<file path="config.mk">
export PLATFORM = sky130hd
export DESIGN_NAME = iob_uart_responder_flat
export DESIGN_NICKNAME = d
export VERILOG_FILES = /design/src/rtl/iob_uart_responder_if.sv /design/src/rtl/iob_uart_responder.sv /design/src/flat_wrapper.sv
export SDC_FILE = /design/constraint.sdc
export NUM_CORES = 1
export LEC_CHECK = 0
export BUFFER_PORTS_ARGS = -buffer_cell sky130_fd_sc_hd__buf_4
export CAP_MARGIN = 10
export CORE_MARGIN = 1
export CORE_UTILIZATION = 50
export DETAILED_ROUTE_END_ITERATION = 12
export PLACE_DENSITY_LB_ADDON = 0.15
export SYNTH_ARGS = -nofsm -noshare
export SYNTH_HDL_FRONTEND = slang
export SYNTH_SLANG_ARGS = --single-unit
</file>
<file path="constraint.sdc">
create_clock -name clk -period 2.2 [get_ports clk]
set_clock_uncertainty 0.15 [all_clocks]
set_input_delay 0.11 -clock clk [delete_from_list [all_inputs] [get_ports clk]]
set_output_delay 0.11 -clock clk [all_outputs]
set_load 0.02 [all_outputs]
</file>
<file path="src/rtl/iob_uart_responder_if.sv">
// Native-bus link between the tester-side master and the UART responder.
// Ports (signals):
//   valid   - request, held by the master until ready
//   address - register select
//   wdata   - write data
//   wstrb   - 1 = write, 0 = read
//   rdata   - registered read data
//   ready   - one-cycle acknowledge
interface iob_uart_responder_if #(
    parameter int DATA_W = 32,
    parameter int ADDR_W = 3
) ();
    logic              valid;
    logic [ADDR_W-1:0] address;
    logic [DATA_W-1:0] wdata;
    logic              wstrb;
    logic [DATA_W-1:0] rdata;
    logic              ready;

    modport master (
        output valid, address, wdata, wstrb,
        input  rdata, ready
    );

    modport slave (
        input  valid, address, wdata, wstrb,
        output rdata, ready
    );
endinterface

</file>
<file path="src/rtl/iob_uart_responder.sv">
// Native-bus UART peripheral: programmable baud divider, one-byte 8N1
// transmitter and one-byte 8N1 receiver.
// Ports:
//   clk - system clock
//   rst - synchronous reset, active low
//   bus - slave side of the valid/ready register bus
//   txd - serial out, idle high
//   rxd - serial in, asynchronous to clk
//
// TX FSM
//   state    | meaning
//   TX_IDLE  | line high, waiting for a TXDATA write
//   TX_START | driving the start bit (0)
//   TX_DATA  | shifting out 8 data bits, LSB first
//   TX_STOP  | driving the stop bit (1)
// RX FSM
//   state    | meaning
//   RX_IDLE  | waiting for a falling edge on the synchronized line
//   RX_START | half-bit wait, then confirm the start bit is still low
//   RX_DATA  | sampling 8 data bits, LSB first
//   RX_STOP  | sampling the stop bit, delivering the byte if it is 1
module iob_uart_responder #(
    parameter int DATA_W = 32,
    parameter int ADDR_W = 3,
    parameter int DIV_W  = 16
) (
    input  logic                 clk,
    input  logic                 rst,
    iob_uart_responder_if.slave  bus,
    output logic                 txd,
    input  logic                 rxd
);

    localparam logic [ADDR_W-1:0] A_SOFT_RST = ADDR_W'(0);
    localparam logic [ADDR_W-1:0] A_DIV      = ADDR_W'(1);
    localparam logic [ADDR_W-1:0] A_TXDATA   = ADDR_W'(2);
    localparam logic [ADDR_W-1:0] A_RXDATA   = ADDR_W'(3);
    localparam logic [ADDR_W-1:0] A_TXEN     = ADDR_W'(4);
    localparam logic [ADDR_W-1:0] A_RXEN     = ADDR_W'(5);
    localparam logic [ADDR_W-1:0] A_TXREADY  = ADDR_W'(6);
    localparam logic [ADDR_W-1:0] A_RXREADY  = ADDR_W'(7);

    typedef enum logic [1:0] {TX_IDLE, TX_START, TX_DATA, TX_STOP} tx_state_t;
    typedef enum logic [1:0] {RX_IDLE, RX_START, RX_DATA, RX_STOP} rx_state_t;

    // bus / register file
    logic              ready_q;
    logic [DATA_W-1:0] rdata_q;
    logic [DATA_W-1:0] rd_mux;
    logic [DIV_W-1:0]  div;
    logic [DIV_W-1:0]  div_wr;
    logic              txen;
    logic              rxen;
    logic              access;
    logic              wr;
    logic              rd;
    logic              soft_rst;
    logic              tx_load;
    logic              rx_read;
    logic              wdata_unused;

    // reload values for the bit timers; div-1 gives div cycles per bit
    logic [DIV_W-1:0]  div_m1;
    logic [DIV_W-1:0]  div_half_m1;

    // transmitter
    tx_state_t         tx_state, tx_state_d;
    logic [DIV_W-1:0]  tx_timer, tx_timer_d;
    logic [7:0]        tx_shift, tx_shift_d;
    logic [2:0]        tx_bit, tx_bit_d;
    logic              txd_d;
    logic              tx_ready, tx_ready_d;

    // receiver
    rx_state_t         rx_state, rx_state_d;
    logic [DIV_W-1:0]  rx_timer, rx_timer_d;
    logic [7:0]        rx_shift, rx_shift_d;
    logic [2:0]        rx_bit, rx_bit_d;
    logic              rx_done;
    logic              rx_meta, rx_sync, rx_prev;
    logic [7:0]        rx_data;
    logic              rx_ready;

    assign bus.ready    = ready_q;
    assign bus.rdata    = rdata_q;
    assign access       = bus.valid & ~ready_q;
    assign wr           = access & bus.wstrb;
    assign rd           = access & ~bus.wstrb;
    assign soft_rst     = wr && (bus.address == A_SOFT_RST) && bus.wdata[0];
    assign tx_load      = wr && (bus.address == A_TXDATA) && txen && tx_ready;
    assign rx_read      = rd && (bus.address == A_RXDATA);
    assign wdata_unused = ^bus.wdata[DATA_W-1:DIV_W];

    // a divider below 2 would leave no room for the half-bit RX wait
    assign div_wr = (bus.wdata[DIV_W-1:0] < DIV_W'(2)) ? DIV_W'(2)
                                                        : bus.wdata[DIV_W-1:0];
    assign div_m1      = div - DIV_W'(1);
    assign div_half_m1 = (div >> 1) - DIV_W'(1);

    always_comb begin
        rd_mux = '0;
        case (bus.address)
            A_RXDATA:  rd_mux = DATA_W'(rx_data);
            A_TXREADY: rd_mux = DATA_W'(tx_ready);
            A_RXREADY: rd_mux = DATA_W'(rx_ready);
            default:   rd_mux = '0;
        endcase
    end

    always_ff @(posedge clk) begin
        if (!rst) begin
            ready_q <= 1'b0;
            rdata_q <= '0;
            div     <= '0;
            txen    <= 1'b0;
            rxen    <= 1'b0;
        end else begin
            ready_q <= bus.valid & ~ready_q;
            if (access) begin
                rdata_q <= wr ? '0 : rd_mux;
                if (wr) begin
                    case (bus.address)
                        A_SOFT_RST: if (bus.wdata[0]) begin
                            txen <= 1'b0;
                            rxen <= 1'b0;
                        end
                        A_DIV:  div  <= div_wr;
                        A_TXEN: txen <= bus.wdata[0];
                        A_RXEN: rxen <= bus.wdata[0];
                        default: ;
                    endcase
                end
            end
        end
    end

    // ---------------- transmitter ----------------
    always_ff @(posedge clk) begin
        if (!rst) begin
            tx_state <= TX_IDLE;
            tx_timer <= '0;
            tx_shift <= '0;
            tx_bit   <= '0;
            txd      <= 1'b1;
            tx_ready <= 1'b1;
        end else begin
            tx_state <= tx_state_d;
            tx_timer <= tx_timer_d;
            tx_shift <= tx_shift_d;
            tx_bit   <= tx_bit_d;
            txd      <= txd_d;
            tx_ready <= tx_ready_d;
        end
    end

    always_comb begin
        tx_state_d = tx_state;
        tx_timer_d = tx_timer;
        tx_shift_d = tx_shift;
        tx_bit_d   = tx_bit;
        txd_d      = txd;
        tx_ready_d = tx_ready;
        case (tx_state)
            TX_IDLE: begin
                if (tx_load) begin
                    tx_state_d = TX_START;
                    tx_shift_d = bus.wdata[7:0];
                    tx_timer_d = div_m1;
                    txd_d      = 1'b0;
                    tx_ready_d = 1'b0;
                end
            end
            TX_START: begin
                if (tx_timer == '0) begin
                    tx_state_d = TX_DATA;
                    txd_d      = tx_shift[0];
                    tx_shift_d = {1'b0, tx_shift[7:1]};
                    tx_bit_d   = '0;
                    tx_timer_d = div_m1;
                end else begin
                    tx_timer_d = tx_timer - DIV_W'(1);
                end
            end
            TX_DATA: begin
                if (tx_timer == '0) begin
                    tx_timer_d = div_m1;
                    if (tx_bit == 3'd7) begin
                        tx_state_d = TX_STOP;
                        txd_d      = 1'b1;
                    end else begin
                        txd_d      = tx_shift[0];
                        tx_shift_d = {1'b0, tx_shift[7:1]};
                        tx_bit_d   = tx_bit + 3'd1;
                    end
                end else begin
                    tx_timer_d = tx_timer - DIV_W'(1);
                end
            end
            TX_STOP: begin
                if (tx_timer == '0) begin
                    tx_state_d = TX_IDLE;
                    tx_ready_d = 1'b1;
                end else begin
                    tx_timer_d = tx_timer - DIV_W'(1);
                end
            end
        endcase
        if (soft_rst) begin
            tx_state_d = TX_IDLE;
            txd_d      = 1'b1;
            tx_ready_d = 1'b1;
        end
    end

    // ---------------- receiver ----------------
    // rx_prev is one cycle behind rx_sync so a start is only seen on a
    // genuine 1->0 edge; a line left low after a bad frame never restarts.
    always_ff @(posedge clk) begin
        if (!rst) begin
            rx_meta <= 1'b1;
            rx_sync <= 1'b1;
            rx_prev <= 1'b1;
        end else begin
            rx_meta <= rxd;
            rx_sync <= rx_meta;
            rx_prev <= rx_sync;
        end
    end

    always_ff @(posedge clk) begin
        if (!rst) begin
            rx_state <= RX_IDLE;
            rx_timer <= '0;
            rx_shift <= '0;
            rx_bit   <= '0;
            rx_data  <= '0;
            rx_ready <= 1'b0;
        end else begin
            rx_state <= rx_state_d;
            rx_timer <= rx_timer_d;
            rx_shift <= rx_shift_d;
            rx_bit   <= rx_bit_d;
            if (rx_done) begin
                rx_data <= rx_shift;
            end
            // a byte landing in the same cycle as an RXDATA read keeps the flag set
            if (soft_rst) begin
                rx_ready <= 1'b0;
            end else if (rx_done) begin
                rx_ready <= 1'b1;
            end else if (rx_read) begin
                rx_ready <= 1'b0;
            end
        end
    end

    always_comb begin
        rx_state_d = rx_state;
        rx_timer_d = rx_timer;
        rx_shift_d = rx_shift;
        rx_bit_d   = rx_bit;
        rx_done    = 1'b0;
        case (rx_state)
            RX_IDLE: begin
                if (rxen && rx_prev && !rx_sync) begin
                    rx_state_d = RX_START;
                    rx_timer_d = div_half_m1;
                end
            end
            RX_START: begin
                if (rx_timer == '0) begin
                    if (rx_sync) begin
                        rx_state_d = RX_IDLE;
                    end else begin
                        rx_state_d = RX_DATA;
                        rx_bit_d   = '0;
                        rx_timer_d = div_m1;
                    end
                end else begin
                    rx_timer_d = rx_timer - DIV_W'(1);
                end
            end
            RX_DATA: begin
                if (rx_timer == '0) begin
                    rx_shift_d = {rx_sync, rx_shift[7:1]};
                    rx_timer_d = div_m1;
                    if (rx_bit == 3'd7) begin
                        rx_state_d = RX_STOP;
                    end else begin
                        rx_bit_d = rx_bit + 3'd1;
                    end
                end else begin
                    rx_timer_d = rx_timer - DIV_W'(1);
                end
            end
            RX_STOP: begin
                if (rx_timer == '0) begin
                    rx_state_d = RX_IDLE;
                    rx_done    = rx_sync;
                end else begin
                    rx_timer_d = rx_timer - DIV_W'(1);
                end
            end
        endcase
        if (soft_rst) begin
            rx_state_d = RX_IDLE;
            rx_done    = 1'b0;
        end
    end

endmodule

</file>
<file path="src/flat_wrapper.sv">
// flat-port wrapper written by rule: the top's interface ports become plain ports
module iob_uart_responder_flat 
#(
    parameter int DATA_W = 32,
    parameter int ADDR_W = 3,
    parameter int DIV_W  = 16
)
  (clk, rst, txd, rxd, bus_valid, bus_address, bus_wdata, bus_wstrb, bus_rdata, bus_ready);
  iob_uart_responder_if #(.DATA_W(DATA_W), .ADDR_W(ADDR_W)) bus_i ();
  input  logic clk;
  input  logic rst;
  output logic txd;
  input  logic rxd;
  input wire logic [$bits(bus_i.valid)-1:0] bus_valid;
  input wire logic [$bits(bus_i.address)-1:0] bus_address;
  input wire logic [$bits(bus_i.wdata)-1:0] bus_wdata;
  input wire logic [$bits(bus_i.wstrb)-1:0] bus_wstrb;
  output wire logic [$bits(bus_i.rdata)-1:0] bus_rdata;
  output wire logic [$bits(bus_i.ready)-1:0] bus_ready;
  assign bus_i.valid = bus_valid;
  assign bus_i.address = bus_address;
  assign bus_i.wdata = bus_wdata;
  assign bus_i.wstrb = bus_wstrb;
  assign bus_rdata = bus_i.rdata;
  assign bus_ready = bus_i.ready;
  iob_uart_responder #(.DATA_W(DATA_W), .ADDR_W(ADDR_W), .DIV_W(DIV_W)) u_core (.clk(clk), .rst(rst), .bus(bus_i), .txd(txd), .rxd(rxd));
endmodule
</file>
Word-level counts from Yosys, hierarchy flattened
Cells that the tools add are included.
{ "totals": {"reg_bits": 123, "wordCells": 156, "out_inout_bits": 34, "input_bits": 40} }
{ "op_classes": {"n_mux": 55, "order_cmp": 1, "add_sub_neg": 6, "n_reduce_logical": 36, "bitwise_logic": 6, "n_eq_ne": 32} }
{ "ops": {"columns": ["op", "count"], "rows": [
  ["$mux W16", 9],
  ["$pmux W16 S4", 1],
  ["$pmux W16 S3", 1],
  ["$pmux W8 S3", 2],
  ["$sub A16 B1 Y16 const B", 3],
  ["$mux W8", 5],
  ["$logic_not A16 Y1", 2],
  ["$mux W2", 11],
  ["$mux W3", 7],
  ["$ne A2 B1 Y1 const B", 10],
  ["$reduce_and A5 Y1", 4],
  ["$eq A3 B3 Y1 const B", 6],
  ["$lt A16 B2 Y1 const B", 1],
  ["$pmux W2 S4", 2],
  ["$reduce_and A4 Y1", 4],
  ["$sub A15 B1 Y16 const B", 1],
  ["$ne A2 B2 Y1 const B", 6],
  ["$pmux W3 S2", 2],
  ["$reduce_bool A2 Y1", 6],
  ["$mux W1", 11],
  ["$reduce_and A3 Y1", 3],
  ["$eq A2 B2 Y1 const B", 4],
  ["$logic_and A1 B1 Y1", 8],
  ["$add A3 B1 Y3 const B", 2],
  ["14 further kinds", 25]
]} }

Longest topological paths before layout
Gate-level depths: netlist of run 1.
{ "logic_depth": {"ltp_word": 8, "mapped_depth": 10} }

Least setup slack after synthesis of run 1
OpenSTA, ideal clock, no wires.
{ "synth_timing": {"kind": "register to register", "from": "register u_core.tx_timer[0]", "to": "register u_core.tx_timer[8]", "path_buffers": 1, "slack_ps": -147, "arrival_ps": 2066, "period_less_slack_ps": 2347, "stages_incl_launch_ff": 10, "path_cell_list": "dfxtp_1 > inv_1 > ha_1 > or4b_1 > clkbuf_1 > nor3_2 > nand2_1 > mux2_1 > a222oi_1 > o31ai_1"} }
{ "synth_via": {"elab_chain_cells": 3, "elab_cells_between_ends": 7, "cone_classes": "add/sub: 1; eq/ne: 1; mux: 3; reduce/logical: 2"} }
{ "synth_lines": {"columns": ["item", "line", "source"], "rows": [
  ["start: declaration", "iob_uart_responder.sv:68", "logic [DIV_W-1:0] tx_timer, tx_timer_d;"],
  ["start signal: assignment", "iob_uart_responder.sv:148", "tx_timer <= tx_timer_d;"],
  ["$sub A16 B1 Y16 / $logic_not A16 Y1 (equally long branches)", null, null],
  ["$mux W16 (tied with other cells)", "iob_uart_responder.sv:200", "if (tx_timer == '0) begin"],
  ["$pmux W16 S3 / $reduce_and A2 Y1 (equally long branches)", null, null]
]} }
Several ways; a longest one is shown, not always the timed one. The select of a mux whose other input is x is not followed.
A chain may end at the register's enable or synchronous reset.

Worst setup path after layout of run 1
{ "layout_timing": {"from": "register u_core.tx_timer[0]", "to": "register u_core.txd"} }
{ "layout_via": {"elab_chain_cells": 3, "elab_cells_between_ends": 4, "cone_classes": "eq/ne: 2; reduce/logical: 2"} }
{ "layout_lines": {"columns": ["item", "line", "source"], "rows": [
  ["$logic_not A16 Y1 *", "iob_uart_responder.sv:174, iob_uart_responder.sv:185", null],
  ["$ne A2 B1 Y1 (no line)", null, null],
  ["$reduce_and A4 Y1 (no line) *", null, null],
  ["end signal: assignment", "iob_uart_responder.sv:151", "txd <= txd_d;"],
  ["end: declaration", "iob_uart_responder.sv:30", "output logic txd,"]
]} }
Every way passes the cells marked *; elsewhere a longest branch is shown, timed or not.

==> flow_summary_export.csv, run 1 <==
group,metric,value,unit
status,status,"finished, violations left",
status,violations,"negative setup slack",
global_route,antenna_found_initial,0,
die,rows,40,
clock_tree,cts-root-buf,"clkbuf_16",
yosys,synthTopCellsByArea,"dfxtp_1 (32%), nor2_1 (5.3%), a21oi_1 (4.6%), mux2i_1 (4.4%), nand2_1 (3.8%)",
clock_tree,cts_max_path_buffers,2,
critical_path,critical_path.cell_chain,"inv_2, ha_4, or4b_4, nor4_4, buf_4, o21ai_1, mux2_1, a21o_1",
routing,wl,19880,um
sta,setup_ws,-0.1227,ns
routing,detail-route-antenna-nets,0,
die,die_h,112.8,um
yosys,syn_inst,767,
sta,grt_setup_unrepaired,"true",
power,power.density,1418,nW/um2
cells_and_area,final_util,72.58,%
global_route,grt_pass1_vias,6201,
place,dpl.hpwl,13500,um
critical_path,crit_type,"reg2reg",
die,dieWidth,112.8,um
sta,setup_tns,-2.037,ns
power,ir_drop,0.002093,V
critical_path,startpoint_type,"flip-flop",
cells_and_area,num_antenna_cells,0,
sta,tightest_slew,0.5892,ns
clock_tree,clk_pin_slew,0.07,ns
yosys,synth_common_cells,"dfxtp_1 (99), nor2_1 (87), nand2_1 (62)",
sta,fmax,0.4305,GHz
critical_path,worstPathRequired,2.31,ns
die,initial_utilization,51.08,%
critical_path,rr_worst_depth,8,
routing,first_pass_iters,8,
clock_tree,cts_tree,"done",
global_route,grt_first_pass_wirelength,30680,um
yosys,postSynthAreaPerCell,8.000,um2
routing,via_count,6488,
yosys,synthArstFlopShare,0,%
global_route,grt_max_degree,35,
sta,slew_viol_final,0,
critical_path,cp_slowest_stage_delay,0.53,ns
clock_tree,clk_latency,0.37,ns
sta,min_period,2.323,ns
cells_and_area,nNetsFinal,971,
yosys,netlist_area,6136,um2
critical_path,crit_arrival,2.44,ns
die,coreArea,12010,um2
clock_tree,clock-sinks,99,
global_route,gr-total-overflow,0,
yosys,post-synth-top-area-cell,"dfxtp_1",
yosys,yosysWarnings,0,
place,port_buffers,33,
sta,finalHoldViolCount,0,
routing,drt_iter0_drc,459,
cells_and_area,area_delta_synth_final,42.09,%
cells_and_area,final_layout_size_suffix_gt1_share,35.19,%
flow_run,maxCapViolations,0,
min_path,hp-class,"in2reg",
routing,avgRoutedWirePerCell,18.67,um
critical_path,worst_path_max_delay_cell,"or4b_4",
sta,relSlewSlack,60.54,%
yosys,ys_ff_latch,99,
die,ioPinCount,74,
clock_tree,cts_buffers,9,
die,die-area,12720,um2
place,gp_congestion,1.029,
yosys,synth.most_common_cell,"dfxtp_1",
routing,viasPerCell,6.092,
cells_and_area,fill_cells,904,
critical_path,end_kind,"flip-flop",
yosys,seq_area_frac_synth,32.30,%
clock_tree,h-tree-depth,3,
sta,fin_crit_sh,105.6,%
power,total_leakage_power,0.003567,uW
routing,remaining_drc_errors,0,
min_path,hold_depth,3,
yosys,synth_ff_type,"dfxtp_1",
yosys,synth_edf_count,0,
global_route,track_usage,30.60,%
yosys,synth_cell_types,80,
sta,setup_violations,30,
yosys,synth_top_area_share,32.30,%
critical_path,path_max_fanout,5,
cell families after synthesis:
family                     share of synthesized area [%]
AOI/OAI and AO/OA                                  22.84
and+or+nand+nor                                    23.10
buffers and inverters                              7.667
muxes                                              5.506
xor gates and xnor gates                           4.853
other                                            0.06112
adders and majority gates                          3.671
DFF                                                32.30
power breakdown:
part	internal [uW]	switching, uW
clock network	785	781
registers	2060	246
logic	4070	4410
routing by layer:
metal  track usage (%)  up-vias  wire (um)
li1                  -     3057          -
met1             38.31     3140       8405
met2             51.69      253       9746
met3             4.767       38       1154
met4             14.31        0        575
met5                 0        -          0
worst max-delay path, delay by kind of cell (launching register included):
family                   cells  cell delay (ns)
AND/OR/NAND/NOR              2             0.77
multiplexers                 1             0.32
adder cells (fa/ha/maj)      1             0.13
flip-flops                   1             0.32
buffers and inverters        2             0.27
AO/OA/AOI/OAI                2             0.26
cell usage in the layout, fill, tap and decap left out, drive strengths merged, types with 5 or more instances in the layout:
cell and instances:
a211oi 14, conb 24, nor3 22, nor2 87, nand2 63, nand2b 11
ha 18, or4 6, or3 10, nand4 13, mux2i 27, a21oi 59
dfxtp 99, o31ai 6, nor3b 5, nand3 24, clkbuf 9, xnor2 16
o21ai 43, a32o 11, dlygate4sd3 20, a31oi 8, inv 24, xor2 18
a22oi 16, nor4 18, o211ai 5, mux2 6, buf 166
repair_timing:
item	in CTS	in global routing
buffers inserted	13	13
resized for setup	64	128
pin swaps	32	73
setup endpoints to repair	48	67
cloned	2	0
endpoints found under the hold margin	28	0
hold buffers	20	0
registers in the layout, summed over array words and instances, names as in the netlist, 2 cells and up, named ones only:
name	count
u_core.rx_shift	8
u_core.bus.rdata	8
u_core.tx_timer	16
u_core.rx_data	8
u_core.tx_state	2
u_core.div	16
u_core.tx_shift	8
u_core.rx_timer	16
u_core.tx_bit	3
u_core.rx_bit	3
final timing paths:
check,startpoint,endpoint,slack [ns]
min,bus_address[0],u_core.rxen,0.04
max,u_core.tx_timer[0],u_core.txd,-0.12
min reg2reg,u_core.rx_meta,u_core.rx_sync,0.26
max reg2reg,u_core.tx_timer[0],u_core.txd,-0.12
area by class of cell:
class	instances	area (um2)	share of cell area [%]
sequential	99	1988	22.80
timing repair buffer	186	1608	18.44
clock buffer	9	225.2	2.583
clock inverter	7	57.56	0.6602
multi-input combinational	596	4574	52.47
tap	147	183.9	2.110
inverter	21	81.33	0.9328
per-stage QoR:
stage	area, um2	instances	hold slack, ns	power [uW]	worst slack (ns)
3_5_place_dp	7187	1004	0.1513	8338	-0.2266
4_1_cts	8073	1055	0.01881	10730	-0.1393
3_3_place_gp	7187	1004	0.1493	8195	-0.1278
6_report	8718	1065	0.03911	12360	-0.1227
2_1_floorplan	6297	790	0.06147	5977	-0.06779
5_1_grt	8718	1065	0.06475	12950	-0.2252
Note: power is estimated with default switching activity, not from simulation.
==> run 2: changes to the inputs <==
==> constraint.sdc (replaced) <==
create_clock -name clk -period 2.1 [get_ports clk]
set_clock_uncertainty 0.15 [all_clocks]
set_input_delay 0.315 -clock clk [delete_from_list [all_inputs] [get_ports clk]]
set_output_delay 0.315 -clock clk [all_outputs]
set_load 0.1 [all_outputs]
==> flow_summary_export.csv, run 2 (synthesis results as in run 1) <==
group,metric,value,unit
sta,fmax,0.4362,GHz
place,pre_cts_ws,-0.2967,ns
routing,remaining_drc_errors,0,
global_route,grt_max_degree,56,
power,p_clk_share,12.8,%
power,seq_power_share,17.7,%
sta,finalHoldViolCount,0,
power,p_comb_share,69.4,%
status,status,"finished, violations left",
critical_path,crit_arrival,2.39,ns
cells_and_area,nNetsFinal,993,
routing,first_pass_iters,5,
place,port_buffers,33,
clock_tree,clk_pin_slew,0.08,ns
die,die_h,112.8,um
critical_path,path_max_fanout,4,
clock_tree,h-tree-depth,3,
sta,relSlewSlack,62.25,%
sta,min_period,2.292,ns
sta,setup_violations,60,
sta,fin_crit_sh,109.2,%
die,coreArea,12010,um2
power,p_int,7472,uW
clock_tree,cts_max_path_buffers,2,
place,gp_congestion,0.8979,
flow_run,maxCapViolations,0,
global_route,track_usage,31.27,%
sta,grt_setup_unrepaired,"true",
routing,wl,20040,um
cells_and_area,final_common_cell,"buf_4",
die,initial_utilization,51.08,%
cells_and_area,num_antenna_cells,0,
critical_path,critical_path.cell_chain,"inv_2, ha_4, or4b_4, nor4_4, buf_4, buf_6, or3_1, o21ai_1, a21o_1, a32o_1",
critical_path,startpoint_type,"flip-flop",
place,dpl.hpwl,13790,um
critical_path,end_kind,"flip-flop",
min_path,hp-class,"in2reg",
power,p_sw_share,43.90,%
power,ir_drop,0.001313,V
global_route,grt_pass1_vias,6321,
clock_tree,cts_tree,"done",
routing,via_count,6547,
routing,drt_iter0_drc,520,
power,total_leakage_power,0.003675,uW
routing,detail-route-antenna-nets,0,
routing,viasPerCell,6.023,
clock_tree,clk_latency,0.36,ns
cells_and_area,reg.largest.list,"u_core.div: 16 flops, u_core.rx_timer: 16 flops, u_core.tx_timer: 16 flops",
cells_and_area,final_layout_size_suffix_gt1_share,39.04,%
status,violations,"negative setup slack",
die,rows,40,
critical_path,worstPathRequired,2.20,ns
clock_tree,cts_buffers,9,
clock_tree,clock-sinks,99,
power,power_switching,5848,uW
critical_path,crit_type,"reg2reg",
global_route,antenna_found_initial,0,
routing,avgRoutedWirePerCell,18.44,um
critical_path,cp_slowest_stage_delay,0.54,ns
cells_and_area,fill_cells,906,
sta,slew_viol_final,0,
sta,setup_tns,-5.171,ns
clock_tree,cts-root-buf,"clkbuf_16",
global_route,gr-total-overflow,0,
die,ioPinCount,74,
cells_and_area,area_delta_synth_final,43.27,%
cells_and_area,multi_input_area,4524,um2
cells_and_area,regArea,1992,um2
global_route,grt_first_pass_wirelength,31550,um
cells_and_area,layout_common_cells,"buf_4 (178), dfxtp_1 (93), nor2_1 (73), nand2_1 (56), a21oi_1 (45)",
die,die-area,12720,um2
die,dieWidth,112.8,um
sta,tightest_slew,0.5622,ns
sta,whs,0.05167,ns
power,power.density,1515,nW/um2
critical_path,worst_path_max_delay_cell,"or4b_4",
sta,setup_ws,-0.1924,ns
[run 2: cell type report]
class | instances | share of cell area, %
Clock buffer | 9 | 2.562
Clock inverter | 7 | 0.9109
Inverter | 21 | 0.9251
Multi-Input combinational cell | 597 | 51.47
Sequential cell | 99 | 22.66
Tap cell | 147 | 2.092
Timing Repair Buffer | 207 | 19.39
[run 2: power groups by stage]
| stage | Clock, uW | Combinational [uW] | Sequential (uW) |
|---|---|---|---|
| 6_report | 1710 | 9250 | 2360 |
| 5_1_grt | 1800 | 9830 | 2400 |
| 4_1_cts | 1720 | 8490 | 2330 |
| 3_5_place_dp | 0 | 7100 | 2360 |
| 3_3_place_gp | 0 | 6970 | 2350 |
| 2_1_floorplan | 0 | 4130 | 2480 |
[run 2: path summary, 6_finish.rpt]
| check | start | endpoint | slack (ns) | cells past startpoint |
|---|---|---|---|---|
| min reg2reg | u_core.rx_meta | u_core.rx_sync | 0.27 | 1 |
| max reg2reg | u_core.tx_timer[0] | u_core.tx_timer[10] | -0.19 | 10 |
| max | u_core.tx_timer[0] | u_core.tx_timer[10] | -0.19 | 10 |
| min | bus_wdata[8] | u_core.div[8] | 0.05 | 3 |
[run 2: layer usage]
| layer | track usage (%) | vias up | share of wire (%) |
|---|---|---|---|
| met3 | 5.945 | 45 | 7.2 |
| met4 | 13.69 | 0 | 2.7 |
| met1 | 40.32 | 3128 | 43 |
| met2 | 51.03 | 277 | 47 |
| met5 | 0 | - | 0 |
| li1 | - | 3097 | - |
[run 2: per-stage QoR]
stage                     util [%]  total power [uW]  cells  area, um2
after global placement       62.72              9321   1043       7533
final                        73.19             13320   1087       8791
after CTS                    70.24             12540   1081       8437
after floorplan                  -              6611    790       6367
after global routing         73.19             14020   1087       8791
after detailed placement     62.72              9462   1043       7533
[run 2: what timing repair did]
item                                   4_1_cts  5_1_grt
gates resized for setup                     95       85
setup endpoints to repair                   66       75
pin swaps                                   47       28
cloned                                       3        2
buffers inserted                            18        8
endpoints found under the hold margin        1        0
hold buffers                                 1        0
[run 2: critical path: cells and delay by family (launching register included)]
| kind | cells | cell delay [ns] |
|---|---|---|
| buffers and inverters | 3 | 0.35 |
| adder cells (fa/ha/maj) | 1 | 0.12 |
| flip-flops | 1 | 0.33 |
| AND/OR/NAND/NOR | 3 | 0.78 |
| AO/OA/AOI/OAI | 3 | 0.47 |
